--- config.mk ---
export PLATFORM = sky130hd
export DESIGN_NAME = fetch_stage
export DESIGN_NICKNAME = d
export VERILOG_FILES = /design/src/rtl/fetch_stage.sv
export SDC_FILE = /design/constraint.sdc
export NUM_CORES = 1
export LEC_CHECK = 0
export CAP_MARGIN = 20
export CELL_PAD_IN_SITES_DETAIL_PLACEMENT = 1
export CELL_PAD_IN_SITES_GLOBAL_PLACEMENT = 2
export CORE_MARGIN = 4
export CORE_UTILIZATION = 24
export DETAILED_ROUTE_END_ITERATION = 12
export HOLD_SLACK_MARGIN = 0.05
export PLACE_DENSITY = 0.91
export SYNTH_ARGS = -nofsm -noshare
export SYNTH_HDL_FRONTEND = slang
export SYNTH_SLANG_ARGS = --single-unit
export TNS_END_PERCENT = 1
--- constraint.sdc ---
create_clock -name clk -period 2.3 [get_ports clk]
set_input_delay 0.46 -clock clk [delete_from_list [all_inputs] [get_ports clk]]
set_output_delay 0.46 -clock clk [all_outputs]
set_load 0.05 [all_outputs]
--- src/rtl/fetch_stage.sv ---
// fetch_stage: PC, instruction fetch and IF/ID buffer with stall, flush and halt; FETCH_STALL_CNT_EN adds stall_cnt
module fetch_stage #(
   parameter logic [15:0] RESET_PC  = 16'h0000,
   parameter int          PC_INC    = 2,
   parameter logic [15:0] NOP_INSTR = 16'h0000,
   parameter logic [3:0]  HALT_OP   = 4'hF
) (
   input  logic        clk,
   input  logic        rst_n,
   input  logic        pcenable,
   input  logic        fetchbuffenable,
   input  logic        branch_taken,
   input  logic [15:0] branch_target,
   output logic [15:0] imem_addr,
   input  logic [15:0] imem_data,
   output logic [15:0] ifid_instr,
   output logic [15:0] ifid_pcplus,
   output logic        ifid_valid,
   output logic        halted
`ifdef FETCH_STALL_CNT_EN
   ,
   output logic [15:0] stall_cnt
`endif
);
   typedef enum logic {RUN, HALT} state_t;
   localparam logic [15:0] INC = 16'(PC_INC);
   state_t      state_q, state_d;
   logic [15:0] pc_q, pc_d, instr_q, instr_d, pcplus_q, pcplus_d, pc_next;
   logic        valid_q, valid_d, load_halt;
   assign pc_next   = pc_q + INC;
   assign load_halt = fetchbuffenable && imem_data[15:12] == HALT_OP;
   // next state: branch flush beats halt hold, which beats stall and normal fetch
   always_comb begin
      state_d  = state_q;
      pc_d     = pc_q;
      instr_d  = instr_q;
      pcplus_d = pcplus_q;
      valid_d  = valid_q;
      if (branch_taken) begin
         state_d = RUN;
         pc_d    = branch_target;
         instr_d = NOP_INSTR;
         valid_d = 1'b0;
      end else if (state_q == HALT) begin
         instr_d = fetchbuffenable ? NOP_INSTR : instr_q;
         valid_d = fetchbuffenable ? 1'b0 : valid_q;
      end else begin
         state_d  = load_halt ? HALT : RUN;
         pc_d     = (pcenable && !load_halt) ? pc_next : pc_q;
         instr_d  = fetchbuffenable ? imem_data : instr_q;
         pcplus_d = fetchbuffenable ? pc_next : pcplus_q;
         valid_d  = fetchbuffenable ? 1'b1 : valid_q;
      end
   end
   // state registers with synchronous active-low reset
   always_ff @(posedge clk) begin
      if (!rst_n) begin
         state_q  <= RUN;
         pc_q     <= RESET_PC;
         instr_q  <= NOP_INSTR;
         pcplus_q <= 16'h0000;
         valid_q  <= 1'b0;
      end else begin
         state_q  <= state_d;
         pc_q     <= pc_d;
         instr_q  <= instr_d;
         pcplus_q <= pcplus_d;
         valid_q  <= valid_d;
      end
   end
   assign imem_addr   = pc_q;
   assign ifid_instr  = instr_q;
   assign ifid_pcplus = pcplus_q;
   assign ifid_valid  = valid_q;
   assign halted      = state_q == HALT;
`ifdef FETCH_STALL_CNT_EN
   logic [15:0] stall_cnt_q, stall_cnt_d;
   // saturating count of PC-stalled cycles while running
   always_comb
      stall_cnt_d = (state_q == RUN && !pcenable && !branch_taken && stall_cnt_q != 16'hFFFF) ? stall_cnt_q + 16'd1 : stall_cnt_q;
   // counter register
   always_ff @(posedge clk) begin
      if (!rst_n) stall_cnt_q <= 16'h0000;
      else        stall_cnt_q <= stall_cnt_d;
   end
   assign stall_cnt = stall_cnt_q;
`endif
endmodule

==> key figures, run 1 <==
Floorplan
  – Die area: 0.0106 mm²
  – Height of the chip: around 100 µm
  – # rows: 34
  – Die width: approximately 100 µm
  – Starting density of the core: 0.247
  – Core area: about 0.0088 mm²
  – Top-level I/O count: 87

Setup path
  – Critical Path Start: imem_addr[3]
  – Worst path depth: 1
  – Crit Path Max Fanout: 8
  – Worst-path cell chain: clkdlybuf4s50_1
  – WP data arrival: 1710 ps
  – Worst flop-to-flop path startpoint: imem_addr[2]
  – WS Path Type: register to primary output
  – Top delay family on crit path: buffers and inverters
  – Critical path capture point type: primary output
  – Worst R2R End: imem_addr[13]
  – R2R depth: 5
  – Critical Path RT: between 1500 and 2000 ps
  – Reg2reg setup slack: about 200 ps
  – Critical Path Max Stage Delay: 890 ps
  – Crit path max-delay cell type: clkdlybuf4s50_1
  – CP Launch Type: register
  – Buf/Inv on CP: 1

Routing
  – Initial drt markers: 89
  – First-pass DRT Iterations: 4
  – Vias: between 2000 and 2500
  – Vias/cell: ~4.9
  – DRC violations left: 0
  – Routed len/inst: 16.3 µm
  – Post-route ant nets: 0
  – WL final: about 7300 µm

Synthesis
  – Largest family of logic cells by synthesized area: compound AO/OA/AOI/OAI gates
  – Yosys top cell area share: 0.462
  – Synth area leaders: dfxtp_1, o21ai_0, a22oi_1
  – Synth Area in XOR/XNOR: 0.0646
  – Adder-Cell Fraction of Synth Area: 0.00577
  – Post-synthesis average cell area: 8.71 µm²
  – Post-Synth Simple-Gate Area: 0.188
  – Post-synth top flop: dfxtp_1
  – #FFs+latches synth: 50
  – Synthesized instance count: around 250
  – Top post-synthesis cells by count: dfxtp_1, nor2_1, o21ai_0, a22oi_1, a21oi_1
  – Count leader, synth: dfxtp_1
  – Mux contribution to synthesized area: 0.00462
  – Fraction of the yosys area taken by sequential cells: 0.462
  – Number of flops mapped to enable cells by yosys: 0
  – Compound-Gate Fraction of Synth Area: 0.231
  – Post-Syn Area: 0.00217 mm²
  – Asr flop ratio synth: 0
  – Post-Syn Nets: 287
  – Synthesis warning total: 0
  – Synth unique cells: 37
  – Top cell type by total area after synthesis: dfxtp_1

GRT
  – Largest net degree at the start of global routing: 29
  – Vias in the first global route: between 2000 and 2500
  – Initial antenna violation count: 0
  – GRT overflow: 0
  – First-pass GRT wire length: around 11000 µm
  – Gr usage total: 0.140

Timing
  – Final Skew: around 7.5 ps
  – Unrepaired setup endpoints after global routing: false
  – Fin crit share: 0.945
  – Slew headroom: 0.644
  – Final Hold Viols: 0
  – Setup TNS: 0 ps
  – Fmax: approximately 460 MHz
  – Final-report setup violation count: 0
  – Worst Tran Pin Value: 532 ps
  – Tmin final: between 2000 and 2500 ps
  – Hold_ws: 475 ps
  – Final slew viol count: 0

Run status
  – Outcome: finished clean

Cells and area
  – Fin nets: between 300 and 400
  – Fill cells: around 1000
  – Ant. Diodes: 0
  – Layout area overhead: 52.1%
  – Layout cell share with drive strength beyond 1: 0.0880

Clock network
  – CTS tree: built
  – Post-CTS Setup Repair Bufs: 0
  – H-tree levels: 2
  – # resized after CTS: 0
  – Reg clk slew, reported paths: roughly 90 ps
  – Clock Sinks: 50
  – Clk root buf: clkbuf_8
  – Worst-Skew Late Latency: ~300 ps
  – CTS Buf Count: 5
  – Clock Path Buffers: 2
  – Hold_buf cts: 0

Min path
  – Hold Path End: ifid_pcplus[0]
  – Worst hold start: ifid_pcplus[0]
  – HP Class: register to register
  – Worst Hold Depth: 2

Placed design
  – IO Port Bufs: 86
  – Hpwl dp: 5730 µm
  – RD Place Congestion: 0.778

Flow run
  – Max_cap viols: 0

Power and ir drop
  – Worst VDD drop: 0.000227 V
  – Static Leak: between 1 and 1.5 nW
  – Pwr dens: 604 mW/mm²
  – Total Power: 1.99 mW
logic make-up (layout without fill, tap and decap cells):
| logic type | Yosys count | count (layout) |
|---|---|---|
| AO/OA/AOI/OAI | 82 | 82 |
| XOR/XNOR | 16 | 16 |
| adder cells (fa/ha/maj) | 1 | 1 |
| buffers and inverters | 23 | 115 |
| flip-flops | 50 | 50 |
| multiplexers | 1 | 1 |
| AND/OR/NAND/NOR | 76 | 76 |
where the power goes:
| group | total [mW] | internal (mW) | switching, mW |
|---|---|---|---|
| clock | 0.532 | 0.243 | 0.289 |
| combinational | 0.498 | 0.198 | 0.300 |
| sequential | 0.961 | 0.913 | 0.0484 |
| total | 1.99 | 1.35 | 0.637 |
sequential cells by signal, indices dropped and copies added (netlist names):
signal / flops
imem_addr: 16
halted: 1
ifid_pcplus: 16
ifid_instr: 16
ifid_valid: 1
through the flow:
stage	setup WS, ps	util	cell area (µm²)	instances
after floorplan	68.9	-	2170	249
after global placement	139	0.366	3210	441
after detailed placement	112	0.366	3210	441
after CTS	116	0.376	3300	449
after global routing	8.89	0.376	3300	449
final	126	0.376	3300	449
how the worst max path moves through the flow:
| stage | to |
|---|---|
| floorplan | imem_addr[13] |
| global placement | imem_addr[13] |
| detailed placement | imem_addr[13] |
| CTS | imem_addr[7] |
| global route | imem_addr[13] |
| finish | imem_addr[3] |
layout by cell type, fill, tap and decap left out:
cell,n
clkinv_2,1
nand2_1,13
and2_1,1
or3_1,4
a211oi_1,13
nor2_1,28
o31ai_1,2
or3b_2,1
a31oi_1,8
a22oi_1,15
mux2i_1,1
a21oi_2,1
inv_1,3
o21ai_0,28
xor2_1,6
nand3_1,3
nand4_1,4
nand4_4,1
nor3_1,6
nor4_1,1
clkinv_1,2
a21o_1,1
clkdlybuf4s50_1,86
clkbuf_8,6
ha_1,1
or4_4,1
nor3_2,1
buf_4,16
xnor2_1,10
or4_1,2
or3_2,2
clkbuf_1,1
or2_1,1
a21oi_1,14
dfxtp_1,50
nand2b_1,1
nor3b_1,1
and4_1,5
layout make-up:
type	count	area, µm²	area share
Multi-Input combinational cell	176	1070	0.325
Sequential cell	50	1000	0.303
Timing Repair Buffer	102	981	0.297
Tap cell	108	135	0.0410
Clock buffer	7	86.3	0.0262
Inverter	5	18.8	0.00569
Clock inverter	1	5.00	0.00152
metal layers:
layer  GRT usage  routed length [µm]  part of all wire  vias to the layer above
met4      0.0438                 112             0.015                        0
li1            -                   -                 -                     1089
met3      0.0318                 363             0.050                        7
met5           0                   0                 0                        -
met1       0.179                3140              0.43                     1068
met2       0.234                3720              0.51                       40
No activity file was read; power rests on OpenSTA's default activity.
==> inputs of run 2 (changes only) <==
Settings changed: GPL_ROUTABILITY_DRIVEN set to 0.
==> results of run 2 <==
No change in the layout: final DEF, timing and power equal those of run 1.
==> inputs of run 3 (changes only) <==
Settings changed: GPL_TIMING_DRIVEN set to 0.
==> run 3 against run 2 <==
  * Wire length is 1.7% higher
  * Register-to-register slack about the same
  * Design area shrank 1.1%
  * Sequential share of layout area grew 0.39 points
  * Count of clock-buffer cells in the layout fell by 1
  * Die area is the same
  * First-iteration DRC count is 9.0% lower
  * Via count is 0.50% lower
  * Cell count unchanged
  * Non-clock buffer count did not move
  * Clock skew grew 1.9 ps
  * Largest power group unchanged
  * Highest routed layer unchanged
==> key figures, run 3 (synthesis gave the netlist of run 1 again) <==
Timing
  – Fmax: 457 MHz (was 460 MHz)
  – Slew headroom: 0.548 (was 0.644)
  – Final slew viol count: 0 (unchanged)
  – Final Hold Viols: 0 (unchanged)
  – Final Skew: 9.40 ps (was 7.51 ps)
  – Worst Tran Pin Value: 671 ps (was 532 ps)
  – Tmin final: 2190 ps (was 2170 ps)
  – Fin crit share: 0.952 (was 0.945)
  – Setup TNS: 0 ps (unchanged)
  – Final-report setup violation count: 0 (unchanged)
  – Unrepaired setup endpoints after global routing: false (unchanged)

Clock network
  – CTS tree: built (unchanged)
  – Clk root buf: clkbuf_8 (unchanged)
  – Hold_buf cts: 0 (unchanged)
  – Clock Sinks: 50 (unchanged)
  – Reg clk slew, reported paths: 100 ps (was 90 ps)
  – CTS Buf Count: 5 (unchanged)
  – Worst-Skew Late Latency: 300 ps (about the same)
  – Clock Path Buffers: 2 (unchanged)
  – H-tree levels: 2 (unchanged)

Power and ir drop
  – Pwr dens: 637 mW/mm² (was 604 mW/mm²)
  – Static Leak: 1.10 nW (was 1.15 nW)
  – Total Power: 2.08 mW (was 1.99 mW)
  – Worst VDD drop: 0.000320 V (was 0.000227 V)

GRT
  – First-pass GRT wire length: 11800 µm (was 11400 µm)
  – Vias in the first global route: 2296 (was 2211)
  – Gr usage total: 0.142 (was 0.140)
  – GRT overflow: 0 (unchanged)
  – Initial antenna violation count: 0 (unchanged)
  – Largest net degree at the start of global routing: 16 (was 29)

Setup path
  – Critical Path Max Stage Delay: 880 ps (was 890 ps)
  – Crit Path Max Fanout: 6 (was 8)
  – Critical path capture point type: primary output (unchanged)
  – R2R depth: 6 (was 5)
  – Top delay family on crit path: buffers and inverters (unchanged)
  – Worst path depth: 1 (unchanged)
  – WS Path Type: register to primary output (unchanged)
  – Worst-path cell chain: clkdlybuf4s50_1 (unchanged)
  – Critical Path RT: 1840 ps (about the same)
  – CP Launch Type: register (unchanged)
  – Buf/Inv on CP: 1 (unchanged)
  – Crit path max-delay cell type: clkdlybuf4s50_1 (unchanged)
  – WP data arrival: 1730 ps (was 1710 ps)

Cells and area
  – Fin nets: 378 (unchanged)
  – Most frequent cells in the layout: clkdlybuf4s50_1, dfxtp_1, nor2_1, o21ai_0, a22oi_1 (was clkdlybuf4s50_1, dfxtp_1, nor2_1, o21ai_0, buf_4)
  – Final Instance Area: 0.00326 mm² (was 0.00330 mm²)
  – Ant. Diodes: 0 (unchanged)
  – Commonest non-fill, non-tap cell in the layout: clkdlybuf4s50_1 (unchanged)
  – Final Core Density: 0.372 (was 0.376)
  – Layout area overhead: 50.4% (was 52.1%)
  – Layout cell share with drive strength beyond 1: 0.0645 (was 0.0880)

Min path
  – HP Class: register to register (unchanged)
  – Worst Hold Depth: 2 (unchanged)

Floorplan
  – Die area: 0.0106 mm² (unchanged)
  – # rows: 34 (unchanged)
  – Starting density of the core: 0.247 (unchanged)
  – Die width: 103 µm (unchanged)
  – Top-level I/O count: 87 (unchanged)
  – Height of the chip: 103 µm (unchanged)
  – Core area: 0.00876 mm² (unchanged)

Run status
  – Outcome: finished clean (unchanged)

Placed design
  – Placed cell area: 0.00314 mm² (was 0.00321 mm²)
  – Hpwl dp: 5800 µm (was 5730 µm)
  – IO Port Bufs: 84 (was 86)

Routing
  – WL final: 7460 µm (was 7330 µm)
  – Vias/cell: 4.88 (was 4.91)
  – First-pass DRT Iterations: 4 (unchanged)
  – Initial drt markers: 81 (was 89)
  – Post-route ant nets: 0 (unchanged)
  – DRC violations left: 0 (unchanged)
  – Routed len/inst: 16.6 µm (was 16.3 µm)
  – Vias: 2193 (was 2204)

Flow run
  – Max_cap viols: 0 (unchanged)
[run 3: changes by cell type in the layout (fill, tap and decap cells not counted), sizes merged]
cell,delta
buf,-11
bufinv,+1
clkbuf,+12
clkdlybuf4s50,-2
clkinv,-1
clkinvlp,+1
[run 3: final timing paths]
path | from | end | slack, ps
max | imem_addr[7] | imem_addr[7] | 110
min | ifid_pcplus[0] | ifid_pcplus[0] | 480
max reg2reg | imem_addr[2] | imem_addr[13] | 210
min reg2reg | ifid_pcplus[0] | ifid_pcplus[0] | 480
[run 3: per-layer routing]
| layer | global-route usage | wire [µm] | vias up |
|---|---|---|---|
| li1 | - | - | 1084 |
| met1 | 0.182 | 3340 | 1068 |
| met2 | 0.244 | 3790 | 35 |
| met3 | 0.0291 | 265 | 6 |
| met4 | 0.0329 | 68 | 0 |
| met5 | 0 | 0 | - |
[run 3: metrics by stage]
step	setup WS (ps)	hold slack [ps]	instances
final	111	477	449
after global routing	8.18	489	449
after CTS	69.2	469	449
after detailed placement	-150	463	441
after global placement	-68.2	451	441
after floorplan	68.9	445	249
[run 3: report_power, final]
group | total (mW) | switching, mW | internal (mW)
registers | 0.961 | 0.0477 | 0.913
clock network | 0.625 | 0.300 | 0.325
logic | 0.492 | 0.305 | 0.187
total | 2.08 | 0.652 | 1.43
[run 3: layout make-up]
| type | instances | area [µm²] |
|---|---|---|
| fillers | 1051 | 5500 |
| multi-input cells | 176 | 1080 |
| flip-flops and latches | 50 | 1000 |
| repair buffers | 84 | 841 |
| well taps | 108 | 135 |
| plain buffers | 18 | 77.6 |
| clock buffers | 6 | 72.6 |
| clock inverters | 2 | 37.5 |
| inverters | 5 | 18.8 |
[run 3: what timing repair did]
action                                 CTS  global route
endpoints found under the hold margin    0             0
setup endpoints to repair                0             4
resized for setup                        0             2
buffers inserted                         0             0
